**src/rtl/adc_frame_align.sv**
```systemverilog
// adc_frame_align: bitslip sequencer for the 2-lane DDR ADC receiver.
// Watches the deserialised frame word, issues single-cycle bitslip pulses
// until the frame pattern is seen MATCHN times in a row, then supervises lock.
// Optional feature macro: ADC_FRAME_ALIGN_RELOCK_EN (automatic relock on loss).
// All outputs are registered from the next-state decision, so they change on
// the same edge as the state register.
module adc_frame_align #(
  parameter logic [5:0] FRAME   = 6'b000111,
  parameter int         SETTLE  = 15,
  parameter int         MATCHN  = 16,
  parameter int         MAXSLIP = 12,
  parameter int         LOSSN   = 4
) (
  input  logic       i_clk,
  input  logic       i_rst,
  input  logic       i_enable,
  input  logic [5:0] i_fr,
  output logic       o_bs,
  output logic       o_locked,
  output logic       o_fail,
  output logic       o_loss,
  output logic [3:0] o_slips,
  output logic [2:0] o_state
);

  typedef enum logic [2:0] {
    S_IDLE   = 3'd0,
    S_SETTLE = 3'd1,
    S_CHECK  = 3'd2,
    S_SLIP   = 3'd3,
    S_LOCK   = 3'd4,
    S_FAIL   = 3'd5
  } state_t;

  localparam logic [7:0] C_SETTLE     = 8'(SETTLE);
  localparam logic [7:0] C_MATCH_LAST = 8'(MATCHN - 1);
  localparam logic [7:0] C_LOSS_LAST  = 8'(LOSSN - 1);
  localparam logic [3:0] C_MAXSLIP    = 4'(MAXSLIP);

  state_t     r_state;
  state_t     w_next;
  logic [7:0] r_wait;
  logic [7:0] r_match;
  logic [7:0] r_loss;
  logic       r_bs;
  logic       r_locked;
  logic       r_fail;
  logic       r_loss_flag;
  logic [3:0] r_slips;

  logic       w_match;
  logic       w_loss_evt;
  logic       w_restore;

  assign w_match = (i_fr == FRAME);

  // Re-acquire after a loss without bitslipping: only used while unlocked in LOCK
  assign w_restore = (r_state == S_LOCK) && !r_locked && w_match &&
                     (r_match == C_MATCH_LAST);

  // State register
  always_ff @(posedge i_clk or posedge i_rst) begin
    if (i_rst) r_state <= S_IDLE;
    else       r_state <= w_next;
  end

  // Next-state decision; ENABLE low overrides everything
  always_comb begin
    w_next     = r_state;
    w_loss_evt = 1'b0;
    if (!i_enable) begin
      w_next = S_IDLE;
    end else begin
      case (r_state)
        S_IDLE:   w_next = S_SETTLE;
        S_SETTLE: if (r_wait == 8'd0) w_next = S_CHECK;
        S_CHECK: begin
          if (w_match) begin
            if (r_match == C_MATCH_LAST) w_next = S_LOCK;
          end else if (r_slips == C_MAXSLIP) begin
            w_next = S_FAIL;
          end else begin
            w_next = S_SLIP;
          end
        end
        S_SLIP:   w_next = S_SETTLE;
        S_LOCK: begin
          if (r_locked && !w_match && (r_loss == C_LOSS_LAST)) begin
            w_loss_evt = 1'b1;
`ifdef ADC_FRAME_ALIGN_RELOCK_EN
            w_next = S_SLIP;
`else
            w_next = S_LOCK;
`endif
          end
        end
        S_FAIL:   w_next = S_FAIL;
        default:  w_next = S_IDLE;
      endcase
    end
  end

  // Counters and registered outputs, all derived from the upcoming state
  always_ff @(posedge i_clk or posedge i_rst) begin
    if (i_rst) begin
      r_wait      <= '0;
      r_match     <= '0;
      r_loss      <= '0;
      r_bs        <= 1'b0;
      r_locked    <= 1'b0;
      r_fail      <= 1'b0;
      r_loss_flag <= 1'b0;
      r_slips     <= '0;
    end else begin
      r_bs   <= (w_next == S_SLIP);
      r_fail <= (w_next == S_FAIL);

      // Settle wait: loaded on entry, counts down while staying (never below 0)
      if (w_next == S_SETTLE)
        r_wait <= (r_state == S_SETTLE) ? r_wait - 8'd1 : C_SETTLE;
      else
        r_wait <= '0;

      // Consecutive-match run: in CHECK, and in LOCK while waiting to restore
      if (w_next == S_CHECK)
        r_match <= (r_state == S_CHECK) ? r_match + 8'd1 : 8'd0;
      else if ((w_next == S_LOCK) && (r_state == S_LOCK) && !r_locked &&
               w_match && !w_restore)
        r_match <= r_match + 8'd1;
      else
        r_match <= '0;

      // Consecutive-mismatch run while locked; cleared by any match
      if ((w_next == S_LOCK) && (r_state == S_LOCK) && r_locked &&
          !w_match && !w_loss_evt)
        r_loss <= r_loss + 8'd1;
      else
        r_loss <= '0;

      if (w_next != S_LOCK)       r_locked <= 1'b0;
      else if (r_state != S_LOCK) r_locked <= 1'b1;
      else if (w_loss_evt)        r_locked <= 1'b0;
      else if (w_restore)         r_locked <= 1'b1;

      // Sticky loss indication, only IDLE clears it
      if (w_next == S_IDLE)  r_loss_flag <= 1'b0;
      else if (w_loss_evt)   r_loss_flag <= 1'b1;

      // Slip count: a relock from LOCK starts a fresh search with this pulse
      if (w_next == S_IDLE)
        r_slips <= '0;
      else if (w_next == S_SLIP) begin
        if (r_state == S_LOCK)     r_slips <= 4'd1;
        else if (r_slips != 4'hF)  r_slips <= r_slips + 4'd1;
      end
    end
  end

  assign o_bs     = r_bs;
  assign o_locked = r_locked;
  assign o_fail   = r_fail;
  assign o_loss   = r_loss_flag;
  assign o_slips  = r_slips;
  assign o_state  = r_state;

endmodule

```
**config.mk**
```make
export PLATFORM = sky130hd
export DESIGN_NAME = adc_frame_align
export DESIGN_NICKNAME = d
export VERILOG_FILES = /design/src/rtl/adc_frame_align.sv
export SDC_FILE = /design/constraint.sdc
export NUM_CORES = 1
export LEC_CHECK = 0
export BUFFER_PORTS_ARGS = -buffer_cell sky130_fd_sc_hd__buf_2
export CORE_ASPECT_RATIO = 1.25
export CORE_MARGIN = 2
export CORE_UTILIZATION = 40
export DETAILED_ROUTE_END_ITERATION = 8
export PLACE_DENSITY = 0.67
export SYNTH_ARGS = -nofsm -noshare
export SYNTH_HDL_FRONTEND = slang
export SYNTH_SLANG_ARGS = --single-unit
```
**constraint.sdc**
```tcl
create_clock -name i_clk -period 5.05 [get_ports i_clk]
set_input_delay 1.01 -clock i_clk [delete_from_list [all_inputs] [get_ports i_clk]]
set_output_delay 1.01 -clock i_clk [all_outputs]
set_load 0.05 [all_outputs]
```
==> reports/results.tsv <==
stage	metric	value	unit
detailed_routing	routed wire length	3.37	mm
worst_setup_path	Worst setup SP type	input port	
pwr	leak pwr	0.946	nW
synth	yosys warns	0	
final_layout	Post-Layout Inst Area	2090	µm²
detailed_routing	DRT iter0 DRCs	62	
floorplan	Initial Util	41.3	%
detailed_routing	drt via density	5.13	
synth	post-synth top area cell	dfrtp_1	
floorplan	Die X	64.2	µm
detailed_routing	Via Count	1369	
floorplan	Top Ports	20	
hold_path	Worst Min Path Start	r_match[0]	
worst_setup_path	reg-to-reg endpoint	o_slips[3]	
timing	skew final	0.0106	ns
floorplan	# rows	27	
final_layout	Final Core Density	47.7	%
clocking	cts hold-fix bufs	0	
worst_setup_path	Worst Reg2Reg Path Length in Cells	6	
synth	sequential share of the synthesized area	48.3	%
clocking	Worst-path clk slew	0.07	ns
grt	GRT Overall Usage	14.5	%
floorplan	die height	79.3	µm
synth	area share of the largest cell type after synthesis	48.3	%
clocking	H-tree levels	2	
synth	syn nets	197	
synth	Avg Cell Area, Syn	9.91	µm²
placement	gpl congestion	0.795	
worst_setup_path	R2R setup slack	2.98	ns
timing	Slew @ Worst Pin	0.594	ns
grt	initial antenna violation count	0	
detailed_routing	post-DR wirelength/cell	12.6	µm
hold_path	hold crit path type	reg -> reg	
pwr	cell area power density	391	nW/µm²
synth	Netlist Area Pre-Place	1810	µm²
worst_setup_path	required time worst endpoint	5.25	ns
synth	ys async rst share	100	%
clocking	CTS tree	yes	
timing	RSZ-0062 raised after global routing	no	
final_layout	Area Growth Syn to Fin	15.4	%
grt	number of global-route vias before repair	1277	
worst_setup_path	worst setup path startpoint	i_fr[3]	
final_layout	fin nets	222	
floorplan	Die ar.	5090	µm²
synth	#FFs+latches synth	35	
pwr	combinational cell fraction of total power	27.2	%
job	MaxCap Viol Count	0	
grt	first-pass GRT wire length	5.73	mm
worst_setup_path	Crit Reg-Reg Startpoint	r_match[0]	
pwr	Internal	539	µW
pwr	Peak supply drop	0.208	mV
placement	placed cell area	1980	µm²
detailed_routing	Detail Route Antenna Nets	0	
timing	f_max	0.415	GHz
timing	Slew HR	60.4	%
worst_setup_path	Crit Path Max Fanout	9	
timing	Final Critical Period	2.41	ns
timing	crit share post-route	47.7	%
final_layout	share of cells above drive strength 1	18.2	%
clocking	Post-CTS Resized	0	
synth	dominant synthesized flop cell	dfrtp_1	
synth	Post-synth top cells	dfrtp_1 (35), nor2_1 (30), nand3_1 (15)	
worst_setup_path	slowest cell on the critical path	a221oi_2	
pwr	switching part of the total	34.2	%
worst_setup_path	Crit. End Element	register	
synth	largest cells by area after synthesis	dfrtp_1 (48%), nor2_1 (6.2%), xor2_1 (5.3%)	
placement	hpwl dp	2.47	mm
clocking	clock root buffer	clkbuf_8	
synth	number of flops mapped to enable cells by yosys	0	
placement	Buffers on Ports	19	
pwr	sequential fraction of design power	42.2	%
final_layout	antenna diode count	0	
grt	grt ovf	0	
worst_setup_path	critical path data arrival time	2.61	ns
detailed_routing	first-pass iteration count of the detailed router	4	
clocking	maximum clock path buffer count	2	
pwr	Clock Power Share	30.6	%
detailed_routing	residual DRC count	0	
pwr	NetSw	280	µW
hold_path	Hold Path Sink	r_match[0]	
hold_path	WHS Path Cells	1	
synth	Synth cell types	41	
worst_setup_path	Crit Path Class	in -> reg	
floorplan	Core ar.	4390	µm²
grt	largest net degree at the start of global routing	36	
worst_setup_path	crit-path max cell delay	0.55	ns
synth	Post-Synthesis Cells	183	
timing	fin. max-slew vios	0	
clocking	postcts setup bufs	0	
clocking	Skew-Pair Late Insertion Delay	0.29	ns
status	status	finished clean	
clocking	clock buffer count from CTS	5	
worst_setup_path	CP cell instances	buf_2, and4b_1, nand2_1, a221oi_2, nand3_1, o221ai_1	
clocking	CTS sink count	35	
pwr	total power	819	µW
synth	top-count cell post-synth	dfrtp_1	
timing	setup TNS	0	ns
timing	Finish-stage setup viols	0	
timing	Final Hold Viols	0	
==> critical path: cells and delay by family <==
| family | cells | cell delay (ns) |
|---|---|---|
| AOI/OAI and AO/OA | 2 | 0.79 |
| buffers and inverters | 1 | 0.10 |
| and+or+nand+nor | 3 | 0.71 |
==> layout by cell type (no fill, tap or decap), drive strengths merged, types with 5 or more instances in the layout <==
cell type,count
nand2,12
nand3,15
ha,5
a21oi,5
xor2,11
xnor2,7
and3,6
nor2,30
buf,20
dfrtp,35
inv,11
clkbuf,5
nand4,5
==> routing by layer <==
| layer | part of all wire (%) | global-route usage (%) |
|---|---|---|
| met5 | 0 | 0 |
| met1 | 45 | 17.4 |
| met2 | 50 | 24.2 |
| met4 | 1.2 | 4.89 |
| met3 | 4.1 | 4.96 |
==> registers in the layout, summed over array words and instances, names as in the netlist <==
name	flops
o_loss	1
r_match	8
o_state	3
o_bs	1
o_slips	4
o_fail	1
r_loss	8
o_locked	1
r_wait	8
==> layout make-up <==
type                            count  area (µm²)
Tap cell                           58        72.6
Multi-Input combinational cell    135         888
Timing Repair Buffer               20         103
Inverter                           11        41.3
Clock inverter                      3        43.8
Clock buffer                        5        68.8
Sequential cell                    35         876
Fill cell                         446        2300
==> cells by family after synthesis <==
family          Yosys count  share of synthesized area [%]
mux                       2                           1.10
flops                    35                           48.3
buf+inv                  13                           2.76
fa+ha+maj                 5                           3.45
xor+xnor                 18                           8.69
compound gates           18                           8.07
simple gates             92                           27.7
==> power groups by stage <==
| stage | clock network (mW) | registers, mW | logic (mW) |
|---|---|---|---|
| floorplan | 0 | 0.380 | 0.143 |
| CTS | 0.257 | 0.345 | 0.224 |
| finish | 0.251 | 0.346 | 0.223 |
| global route | 0.270 | 0.352 | 0.247 |
| detailed placement | 0 | 0.351 | 0.220 |
| global placement | 0 | 0.350 | 0.220 |
==> through the flow <==
stage                     std cells  hold WS [ns]  setup slack [ns]
after global routing            267         0.486              2.50
after CTS                       267         0.475              2.65
after detailed placement        259         0.465              2.35
after floorplan                 183         0.433              2.66
final                           267         0.469              2.64
after global placement          259         0.456              2.41
==> worst max path at each step <==
stage	to	depth (start not counted)
after CTS	o_slips[3]	6
after global routing	o_slips[3]	6
after detailed placement	o_slips[3]	6
final	o_slips[3]	6
after floorplan	o_slips[3]	5
after global placement	o_slips[3]	6
Note: power is estimated with default switching activity, not from simulation.
